### config.mk
export PLATFORM = sky130hd
export DESIGN_NAME = if_fetch_unit
export DESIGN_NICKNAME = d
export VERILOG_FILES = /design/src/rtl/riscv_pipe_pkg.sv /design/src/rtl/fetch_buffer.sv /design/src/rtl/if_fetch_unit.sv
export SDC_FILE = /design/constraint.sdc
export NUM_CORES = 1
export LEC_CHECK = 0
export BUFFER_PORTS_ARGS = -buffer_cell sky130_fd_sc_hd__buf_2
export CAP_MARGIN = 0
export CELL_PAD_IN_SITES_DETAIL_PLACEMENT = 0
export CELL_PAD_IN_SITES_GLOBAL_PLACEMENT = 2
export CORE_UTILIZATION = 32
export CTS_CLUSTER_DIAMETER = 30
export DETAILED_ROUTE_END_ITERATION = 8
export PLACE_DENSITY = 0.89
export SLEW_MARGIN = 40
export SYNTH_ARGS = -nofsm -noshare
export SYNTH_HDL_FRONTEND = slang
export SYNTH_SLANG_ARGS = --single-unit
### constraint.sdc
create_clock -name clk -period 3.7 [get_ports clk]
set_input_delay 0.185 -clock clk [delete_from_list [all_inputs] [get_ports clk]]
set_output_delay 0.185 -clock clk [all_outputs]
set_load 0.01 [all_outputs]
### src/rtl/riscv_pipe_pkg.sv
// Shared types and defaults for the RISC-V pipeline front end.
// Latency: n/a (types and constants only).
// Backpressure: n/a.
package riscv_pipe_pkg;

    localparam logic [31:0] DEFAULT_RESET_PC     = 32'h0000_0000;
    localparam logic [31:0] DEFAULT_BUBBLE_INSTR = 32'h0000_0000;

    // IDLE: nothing outstanding, WAIT: live request outstanding,
    // KILL: outstanding request whose response is to be discarded.
    typedef enum logic [1:0] {
        IDLE = 2'd0,
        WAIT = 2'd1,
        KILL = 2'd2
    } fetch_state_t;

    typedef struct packed {
        logic [31:0] instr;
        logic [31:0] pc;
    } fetch_entry_t;

endpackage

### src/rtl/fetch_buffer.sv
// Two-entry FIFO of fetched {instr, pc} pairs; head is combinational from entry 0.
// Latency: a push is visible at head the cycle after it is written.
// Backpressure: pop is gated by the consumer; push into a full FIFO without a pop is ignored; clear wins.
// Ports: clk, rst (async active-low), push/push_entry, pop, clear, count (0..2), head.
import riscv_pipe_pkg::*;

module fetch_buffer (
    input  logic         clk,
    input  logic         rst,
    input  logic         push,
    input  fetch_entry_t push_entry,
    input  logic         pop,
    input  logic         clear,
    output logic [1:0]   count,
    output fetch_entry_t head
);

    fetch_entry_t entry0;
    fetch_entry_t entry1;
    logic         pop_ok;
    logic         push_ok;

    assign pop_ok  = pop & (count != 2'd0);
    // A push into a full buffer is only legal when the head leaves the same cycle.
    assign push_ok = push & ((count != 2'd2) | pop_ok);
    assign head    = entry0;

    always_ff @(posedge clk or negedge rst) begin
        if (!rst) begin
            count  <= 2'd0;
            entry0 <= '0;
            entry1 <= '0;
        end else if (clear) begin
            count <= 2'd0;
        end else begin
            case ({push_ok, pop_ok})
                2'b01: begin
                    entry0 <= entry1;
                    count  <= count - 2'd1;
                end
                2'b10: begin
                    if (count == 2'd0) begin
                        entry0 <= push_entry;
                    end else begin
                        entry1 <= push_entry;
                    end
                    count <= count + 2'd1;
                end
                2'b11: begin
                    // Occupancy unchanged; shift and refill behind the new head.
                    if (count == 2'd1) begin
                        entry0 <= push_entry;
                    end else begin
                        entry0 <= entry1;
                        entry1 <= push_entry;
                    end
                end
                default: begin
                end
            endcase
        end
    end

endmodule

### src/rtl/if_fetch_unit.sv
// Instruction fetch: PC register, single-outstanding imem request FSM, 2-deep instruction buffer.
// Latency: grant to INSTR_IF = memory response latency + 1 cycle; 1 instr/cycle with 1-cycle memory.
// Backpressure: stall_IF_ID holds the head; fetch stops once buffered + outstanding reaches 2.
// Ports: clk, rst (async active-low); stall_IF_ID, redirect_valid/redirect_pc from the pipeline;
//        imem_req/imem_addr/imem_gnt/imem_rvalid/imem_rdata to instruction memory;
//        INSTR_IF/PC_IF to the IF/ID register (bubble / 0 when empty).
import riscv_pipe_pkg::*;

module if_fetch_unit #(
    parameter logic [31:0] RESET_PC     = DEFAULT_RESET_PC,
    parameter logic [31:0] BUBBLE_INSTR = DEFAULT_BUBBLE_INSTR
) (
    input  logic        clk,
    input  logic        rst,
    input  logic        stall_IF_ID,
    input  logic        redirect_valid,
    input  logic [31:0] redirect_pc,
    output logic        imem_req,
    output logic [31:0] imem_addr,
    input  logic        imem_gnt,
    input  logic        imem_rvalid,
    input  logic [31:0] imem_rdata,
    output logic [31:0] INSTR_IF,
    output logic [31:0] PC_IF
);

    fetch_state_t state;
    logic [31:0]  pc_q;
    logic [31:0]  req_pc;

    logic [1:0]   buf_count;
    fetch_entry_t buf_head;
    fetch_entry_t push_entry;
    logic         buf_nonempty;
    logic         consume;
    logic         arrive;
    logic         grant;
    logic [2:0]   occ_next;
    logic         unused_redirect_lsbs;

    assign unused_redirect_lsbs = ^redirect_pc[1:0];

    assign buf_nonempty = (buf_count != 2'd0);
    assign consume      = buf_nonempty & ~stall_IF_ID & ~redirect_valid;
    // Responses in KILL (stale) or IDLE (protocol violation) never reach the buffer.
    assign arrive       = imem_rvalid & (state == WAIT);
    assign occ_next     = {1'b0, buf_count} - {2'b00, consume} + {2'b00, arrive};

    // A new request may go out when the previous one is finished (IDLE) or finishing
    // this cycle (rvalid), and only if the buffer can still absorb its response.
    // Deliberately independent of imem_gnt.
    assign imem_req  = ~redirect_valid & ((state == IDLE) | imem_rvalid) & (occ_next <= 3'd1);
    assign imem_addr = pc_q;
    assign grant     = imem_req & imem_gnt;

    assign push_entry = '{instr: imem_rdata, pc: req_pc};

    fetch_buffer u_fetch_buffer (
        .clk        (clk),
        .rst        (rst),
        .push       (arrive),
        .push_entry (push_entry),
        .pop        (consume),
        .clear      (redirect_valid),
        .count      (buf_count),
        .head       (buf_head)
    );

    assign INSTR_IF = buf_nonempty ? buf_head.instr : BUBBLE_INSTR;
    assign PC_IF    = buf_nonempty ? buf_head.pc    : 32'h0000_0000;

    always_ff @(posedge clk or negedge rst) begin
        if (!rst) begin
            state  <= IDLE;
            pc_q   <= RESET_PC;
            req_pc <= RESET_PC;
        end else if (redirect_valid) begin
            pc_q <= {redirect_pc[31:2], 2'b00};
            // Any request still in flight (live or already killed) must have its
            // response swallowed; one returning right now is simply dropped.
            if ((state != IDLE) && !imem_rvalid) begin
                state <= KILL;
            end else begin
                state <= IDLE;
            end
        end else if (grant) begin
            req_pc <= pc_q;
            pc_q   <= pc_q + 32'd4;
            state  <= WAIT;
        end else if (imem_rvalid) begin
            state <= IDLE;
        end
    end

endmodule

Word level (Yosys, flattened, before mapping)
Cells that the tools add are included.

storage, ports and cells
  output and inout bits = 97
  flip-flop bits (word level) = 196
  logic and storage cells = 65
  bits of input ports = 70

cells by class
  order comparisons = 1
  reduce and logical (&&, ||, !) cells = 14
  equality and inequality tests = 9
  multiplexer cells = 16
  add/sub/neg operators = 5
  bitwise gates (word level) = 12

operator list
  cell                   count
  $mux 64                4
  $pmux 64 s3            1
  $mux 32                4
  $pmux 64 s2            1
  $add 32x3->32 const B  1
  $mux 2                 5
  $reduce_bool 3->1      3
  $and 1x1->1            8
  $reduce_bool 2->1      4
  $eq 2x1->1 const B     3
  $ne 2x2->1 const B     3
  $eq 2x2->1 const B     2
  $logic_not 2->1        2
  $pmux 2 s2             1
  $reduce_and 4->1       1
  $add 3x1->3            1
  $le 3x1->1 const B     1
  $reduce_and 3->1       1
  $sub 2x1->3            1
  $add 2x1->2 const B    1
  $ne 2x1->1 const B     1
  $not 1->1              2
  $or 1x1->1             2
  $reduce_and 2->1       1
  3 further kinds        3

Longest topological paths before layout
Gate-level depths: netlist (run 1).

  word-level depth = 10
  gate-level depth with buffers = 16
  depth with buffers taken out = 14

By module
From an unflattened synthesis (run 1), not the netlist that was laid out.

unflattened totals
  cell total of the unflattened synthesis = 867
  area total of the unflattened synthesis = 9,016.1 um^2

by module, submodules not included
  module         times used  area each (um^2)  seq. area each (um^2)  cells an instance
  fetch_buffer   1           5,535.3           3,253.1                510
  if_fetch_unit  1           3,480.8           1,551.5                357

Worst setup path before layout (run 1)
No wires, ideal clock.

  path type = reg-to-reg
  from = register u_fetch_buffer.count[1]
  to = register pc_q[29] (netlist: imem_addr[29])
  setup time = 125 ps
  required time = 3,575 ps
  path slack = 4 ps
  arrival = 3,571 ps
  path buffers = 2
  period minus slack after synthesis = 3,696 ps
  stages on the path, launching flop included = 17
  path through = dfrtp_1 -> inv_1 -> ha_1 -> or3_1 -> buf_2 -> inv_1 -> ha_1 -> inv_1 -> ha_1 -> inv_1 -> fa_1 -> xor2_1 -> nor4_1 -> clkbuf_1 -> nand4_1 -> xnor2_1 -> mux2_2

on the way
  word-level cells in the longest chain between the ends = 9

ends and longest elaborated chain
  item                                  line                 source
  start, declared                       fetch_buffer.sv:14   output logic [1:0] count,
  start signal, assigned                fetch_buffer.sv:39   count <= count - 2'd1;
  start signal, assigned                fetch_buffer.sv:47   count <= count + 2'd1;
  $reduce_bool 2->1                     if_fetch_unit.sv:43  assign buf_nonempty = (buf_count != 2'd0);
  $and 1x1->1 (2 in series)             if_fetch_unit.sv:44  assign consume = buf_nonempty & ~stall_IF_ID & ~redirect_valid;
  $sub 2x1->3 *                         if_fetch_unit.sv:47  assign occ_next = {1'b0, buf_count} - {2'b00, consume} + {2'b00, arrive};
  $add 3x1->3 *                         if_fetch_unit.sv:47
  $le 3x1->1 *                          if_fetch_unit.sv:52  assign imem_req = ~redirect_valid & ((state == IDLE) | imem_rvalid) & (occ_next <= 3'd1);
  $and 1x1->1 *                         if_fetch_unit.sv:52
  $and 1x1->1 *                         if_fetch_unit.sv:54  assign grant = imem_req & imem_gnt;
  $reduce_bool 2->1 (no source line) *  n/a
  end signal, assigned                  if_fetch_unit.sv:78  pc_q <= {redirect_pc[31:2], 2'b00};
  end signal, assigned                  if_fetch_unit.sv:88  pc_q <= pc_q + 32'd4;
  end, declared                         if_fetch_unit.sv:28  logic [31:0] pc_q;

Every way passes the cells marked *; elsewhere a longest branch is shown, timed or not.
A chain may end at the register's enable or synchronous reset.

Worst setup path in the final report (run 1)
Same ends and word-level chain as after synthesis.

==> metrics, run 1 <==
status complete, no violations; Multi-input gate area 3880 um2; Placement Setup Slack 0.150 ns; Syn-to-layout area delta 28.3%; worst path buffer plus inverter count 5; EDFF count, synth 0; total of max-cap violations 0; Reg power frac 46.8%; Boundary Pins 167; commonest cells after routing, fill and taps aside dfrtp_1, buf_2, nand2_1, mux2_2, nand3_1; # rows 60; number of global-route vias before repair 6651; Fmax 287 MHz; met2 Use GR roughly 25%; Core ar. 27000 um2; flop2flop setup slack 0.21 ns; Cell variety after synth 40; Post-route DRC 0; count of final max-slew check failures 0; H-tree Lvls 4; actual slew at the worst max-slew pin about 0.75 ns; detailed-route via count roughly 6900; fill count 2608; Setup WS post-layout 0.214 ns; final WL 22800 um; Fin. Hold Viols 0; grt total ovfl 0; Power, Total 7.30 mW; Buffers on Ports 160; wire per inst 16.2 um; placed cells roughly 1300; clock root cell clkbuf_16; CTS tree done; CTS Buf Count 17; cell mode on critical path inv_1; first-pass GRT wire length 36700 um; Peak VDD IR 0.261 mV; Crit-path slowest cell dfrtp_2; GRT met1 Usage 24.0%; data arrival time of the worst path 3.81 ns; Iter 0 DRT Violations between 300 and 400; met3 Use GR 2.70%; Register Area around 4700 um2; post-DP HPWL 14700 um; CP top delay family adder cells; Power Internal 4.93 mW; antenna cells 0; commonest non-fill, non-tap cell in the layout dfrtp_1; Worst setup startpoint u_fetch_buffer.count[1]; initial core utilization 32.7%; Avg Inst Size Synth between 10 and 15 um2; prevailing post-synth register cell dfrtp_1; Synth Warn # 0; cell count after synthesis 850; worst path cell trace inv_1 > ha_2 > or3_1 > inv_1 > ha_1 > inv_1 > ha_1 > inv_1 > fa_1 > xor2_2 > nor4_4 > buf_12 > nand4_1 > xnor2_1 > mux2_2; GRT Max-Usage Layer met2; global-route usage over all layers between 15 and 20%; Die ar. 28200 um2; clock group share of total power between 20% and 30%; worst rel slew slack 49.8%; Syn Std Cell Area about 9000 um2; Reg clk slew, reported paths 0.08 ns; clk buf depth 2; Hold Slack roughly 0.015 ns; die width roughly 170 um; PD cells 646 nW/um2; ANT nets after route 0; #FFs+latches synth 188; Pleak 5.03 nW; initial antenna violation count 0; largest net degree at the start of global routing 117; fin nets 1126; Final Setup Violations 0; ys async rst share 100%; Combinational Power Share between 20 and 30%; Net Sw Power 2.36 mW; Switching Share 32.4%; Die H 168 um; Req. time, crit path 4.03 ns; CP Capture Type flop; r2r startpoint u_fetch_buffer.count[1]; clock sinks 188; Crit Path Class flop to flop; Worst Path Max Fanout 13; worst skew pair latency 0.44 ns; Tcrit/Tclk final 94.2%; Hold Path Origin redirect_pc[20]; min Tclk post-route 3.49 ns; crit start category flop; largest stage delay on the critical path between 0.4 and 0.5 ns; fin cells about 1400; drt first pass iters 4; Vias/cell 4.89; Max Clock Skew 0.0171 ns; share of layout cells above drive strength 1 31.0%; sequential element share of the synthesized area about 53%; Hold Path Class input pin to flop; RePlAce Congestion 0.789
area by class of cell:
class / count / share of cell area (%)
inverter: 9 / 0.299
multi-input combinational: 593 / 34.4
timing repair buffer: 240 / 14.8
sequential: 188 / 41.6
tap: 341 / 3.78
clock buffer: 20 / 4.04
clock inverter: 12 / 1.11
flip-flops by register name, indices dropped and copies added, names as in the netlist:
register	cells
u_fetch_buffer.head	62
state	2
u_fetch_buffer.entry1	62
req_pc	30
u_fetch_buffer.count	2
imem_addr	30
power by group through the flow:
stage,combinational (mW),sequential [mW],clock [mW]
2_1_floorplan,1.45,3.28,0
3_3_place_gp,1.93,3.42,0
3_5_place_dp,2.00,3.45,0
4_1_cts,2.05,3.42,1.90
5_1_grt,2.28,3.53,1.98
6_report,2.04,3.42,1.84
routing by layer:
metal	up-vias	share of wire, %	wire [um]
met2	163	44	10100
li1	3343	-	-
met4	0	1.2	267
met3	20	3.5	793
met1	3328	51	11600
met5	-	0	0
tightest hold or removal path: stages:
cell and delay (ns):
buf_2 0.08, nand2_1 0.07, o211ai_1 0.08
metrics by stage:
step                      TNS, ns  area [um2]  util, %
after global routing      -0.0127       11300     41.9
after CTS                       0       11200     41.6
after detailed placement        0       10100     37.4
after global placement          0       10000     37.2
after floorplan                 0        8820        -
final                           0       11300     41.9
cell usage after synthesis (14+ instances only):
master	n	area share (%)
clkbuf_1	46	2.0
nor2b_1	62	4.4
dfrtp_1	188	53
mux2_2	97	12
a31oi_1	63	4.5
nand3_1	80	4.5
nor2_1	71	3.0
nand2_1	98	4.2
o21ai_0	14	0.80
xor2_1	15	1.5
nand4_1	15	1.1
logic make-up after synthesis:
kind of cell    synth area share, %
fa+ha+maj                      1.08
buf+inv                        3.62
mux                            12.6
other cells                  0.0426
compound gates                 7.06
flops                          53.4
xor+xnor                       2.59
simple gates                   19.5
what timing repair did:
item | CTS | global route
gates resized for setup | 0 | 7
endpoints found under the hold margin | 166 | 2
setup buffers | 0 | 1
endpoints found under the setup margin | 0 | 9
hold buffers | 54 | 2
path summary, 6_finish.rpt:
path,to,cells past startpoint
worst max-delay path,imem_addr[29],15
worst min-delay path,imem_addr[20],3
worst max register to register,imem_addr[29],15
worst min register to register,u_fetch_buffer.entry1[18],1
max in group asynchronous,u_fetch_buffer.head[18],3
min in group asynchronous,u_fetch_buffer.entry1[36],2
Power figures use the tool's default switching activity.
==> run 2: changes to the inputs <==
CELL_PAD_IN_SITES_DETAIL_PLACEMENT = not set   (was 0)
CELL_PAD_IN_SITES_GLOBAL_PLACEMENT = not set   (was 2)
CORE_UTILIZATION = 35   (was 32)
PLACE_DENSITY = 0.69   (was 0.89)
==> run 2 against run 1 <==
  * First-iteration DRC count up 5.7%
  * Wire length down 2.6%
  * Combinational power about the same
  * Clock-buffer cell count down 3
  * Register-to-register slack better by 0.04 ns
  * Hold slack better by 0.0039 ns
  * Largest cell class unchanged
  * Highest routed layer unchanged
==> metrics, run 2 (synthesis gave the netlist of run 1 again) <==
largest stage delay on the critical path 0.42 ns (about the same); drt first pass iters 5 (+1); global-route usage over all layers 17.5% (+1.0 points); commonest cells after routing, fill and taps aside dfrtp_1, buf_2, nand2_1, mux2_2, nand3_1; fin nets 1123 (-0.27%); Req. time, crit path 3.51 ns (-0.52 ns); Core ar. 24500 um2 (-9.2%); min Tclk post-route 3.46 ns (-0.0285 ns); detailed-route via count 7003 (+2.2%); RePlAce Congestion 0.822 (+4.2%); number of global-route vias before repair 6764 (+1.7%); RSZ-0062 raised after global routing no; die width 161 um (-4.3%); commonest non-fill, non-tap cell in the layout dfrtp_1; worst skew pair latency 0.43 ns (about the same); setup TNS 0 ns (unchanged); Tcrit/Tclk final 93.5% (-0.77 points); Post-route DRC 0 (unchanged); met3 Use GR 3.05% (+0.34 points); GRT Max-Usage Layer met2; final WL 22200 um (-2.6%); clock root cell clkbuf_16; status complete, no violations; fill count 2292 (-12%); Fmax 289 MHz (+0.82%); count of final max-slew check failures 0 (unchanged); Fin. Hold Viols 0 (unchanged); data arrival time of the worst path 3.27 ns (-0.54 ns); worst path buffer plus inverter count 5 (unchanged); actual slew at the worst max-slew pin 0.830 ns (+0.0773 ns); grt total ovfl 0 (unchanged); wire per inst 16.0 um (-1.3%); Hold Slack 0.0193 ns (+0.00390 ns); PD cells 664 nW/um2 (+2.8%); Vias/cell 5.06 (+3.6%); crit start category flop; initial core utilization 36.0% (+3.3 points); ANT nets after route 0 (unchanged); post-DP HPWL 14000 um (-4.6%); Die ar. 25800 um2 (-8.5%); Peak VDD IR 0.264 mV (+1.2%); cell mode on critical path inv_1; Boundary Pins 167 (unchanged); Reg clk slew, reported paths 0.07 ns (about the same); share of layout cells above drive strength 1 30.3% (-0.67 points); Syn-to-layout area delta 27.4%; Register Area 4710 um2 (unchanged); met2 Use GR 27.1% (+2.1 points); clk buf depth 2 (unchanged); Multi-input gate area 3840 um2 (-1.1%); Pleak 5.03 nW (about the same); Hold Path Class input pin to flop; CP Capture Type primary output; clock sinks 188 (unchanged); Die H 161 um (-4.3%); CTS Buf Count 17 (unchanged); Crit-path slowest cell dfrtp_2; # rows 57 (-5.0%); Buffers on Ports 160 (unchanged); Max Clock Skew 0.00810 ns (-0.00895 ns); H-tree Lvls 4 (unchanged); Worst Path Max Fanout 6 (-7); total of max-cap violations 0 (unchanged); Iter 0 DRT Violations 406 (+5.7%); CTS tree done; initial antenna violation count 1 (+1); Final Setup Violations 0 (unchanged); CP top delay family adder cells; GRT met1 Usage 24.9% (+0.92 points); worst path cell trace inv_1 > ha_2 > or3_1 > inv_1 > ha_1 > inv_1 > ha_1 > inv_1 > fa_1 > xor2_1 > nor4b_1 > buf_2; first-pass GRT wire length 35800 um (-2.6%); largest net degree at the start of global routing 109 (-6.8%); worst rel slew slack 44.7% (-5.2 points); Crit Path Class flop to primary output
## run 2: cell types whose count changed in the layout (fill, tap and decap cells not counted), moves of 2 or more
cell        before  now
clkinvlp_4       2    0
clkbuf_8         2    0
inv_6            5    7
bufinv_16        1    4
buf_12           5    3
## run 2: layer usage
layer / up-vias / wire [um]
li1: 3345 / -
met1: 3414 / 10700
met2: 226 / 10100
met3: 18 / 1080
met4: 0 / 295
met5: - / 0
## run 2: report_power, final
group	leakage [nW]	internal, mW	switching, mW
Clock	0.318	1.16	0.864
Sequential	2.35	2.89	0.523
Combinational	2.36	1.03	0.978
## run 2: final timing paths
check,startpoint,endpoint,slack (ns),depth (start not counted)
max,u_fetch_buffer.count[1],imem_req,0.24,12
min,redirect_pc[16],imem_addr[16],0.02,3
max reg2reg,u_fetch_buffer.count[1],imem_addr[29],0.25,15
min reg2reg,u_fetch_buffer.entry1[35],u_fetch_buffer.entry1[35],0.51,1
max in group asynchronous,rst,u_fetch_buffer.head[4],2.60,3
min in group asynchronous,rst,u_fetch_buffer.entry1[37],0.33,2
## run 2: timing repair
action,4_1_cts,5_1_grt
hold buffers,56,0
hold endpoints to repair,167,0
setup endpoints to repair,0,6
buffers inserted,0,1
resized for setup,0,1
## run 2: per-stage QoR
step	power (mW)	util, %	instances	setup slack [ns]	area, um2
2_1_floorplan	4.73	-	853	0.00448	8820
3_3_place_gp	5.33	40.8	1293	0.252	9970
3_5_place_dp	5.44	40.9	1294	0.210	10000
4_1_cts	7.55	45.8	1382	0.165	11200
5_1_grt	7.94	45.9	1384	0.0134	11200
6_report	7.45	45.9	1384	0.242	11200
## run 2: layout make-up
| cell class | count | area share (%) |
|---|---|---|
| Clock buffer | 17 | 3.79 |
| Timing Repair Buffer | 237 | 14.1 |
| Inverter | 9 | 0.301 |
| Antenna cell | 1 | 0.0223 |
| Tap cell | 324 | 3.61 |
| Sequential cell | 188 | 41.9 |
| Clock inverter | 15 | 1.97 |
| Multi-Input combinational cell | 593 | 34.2 |
## run 2: tightest hold or removal path, cell delays in order
cell	delay, ns
buf_2	0.08
nand2_1	0.06
o21ai_0	0.08
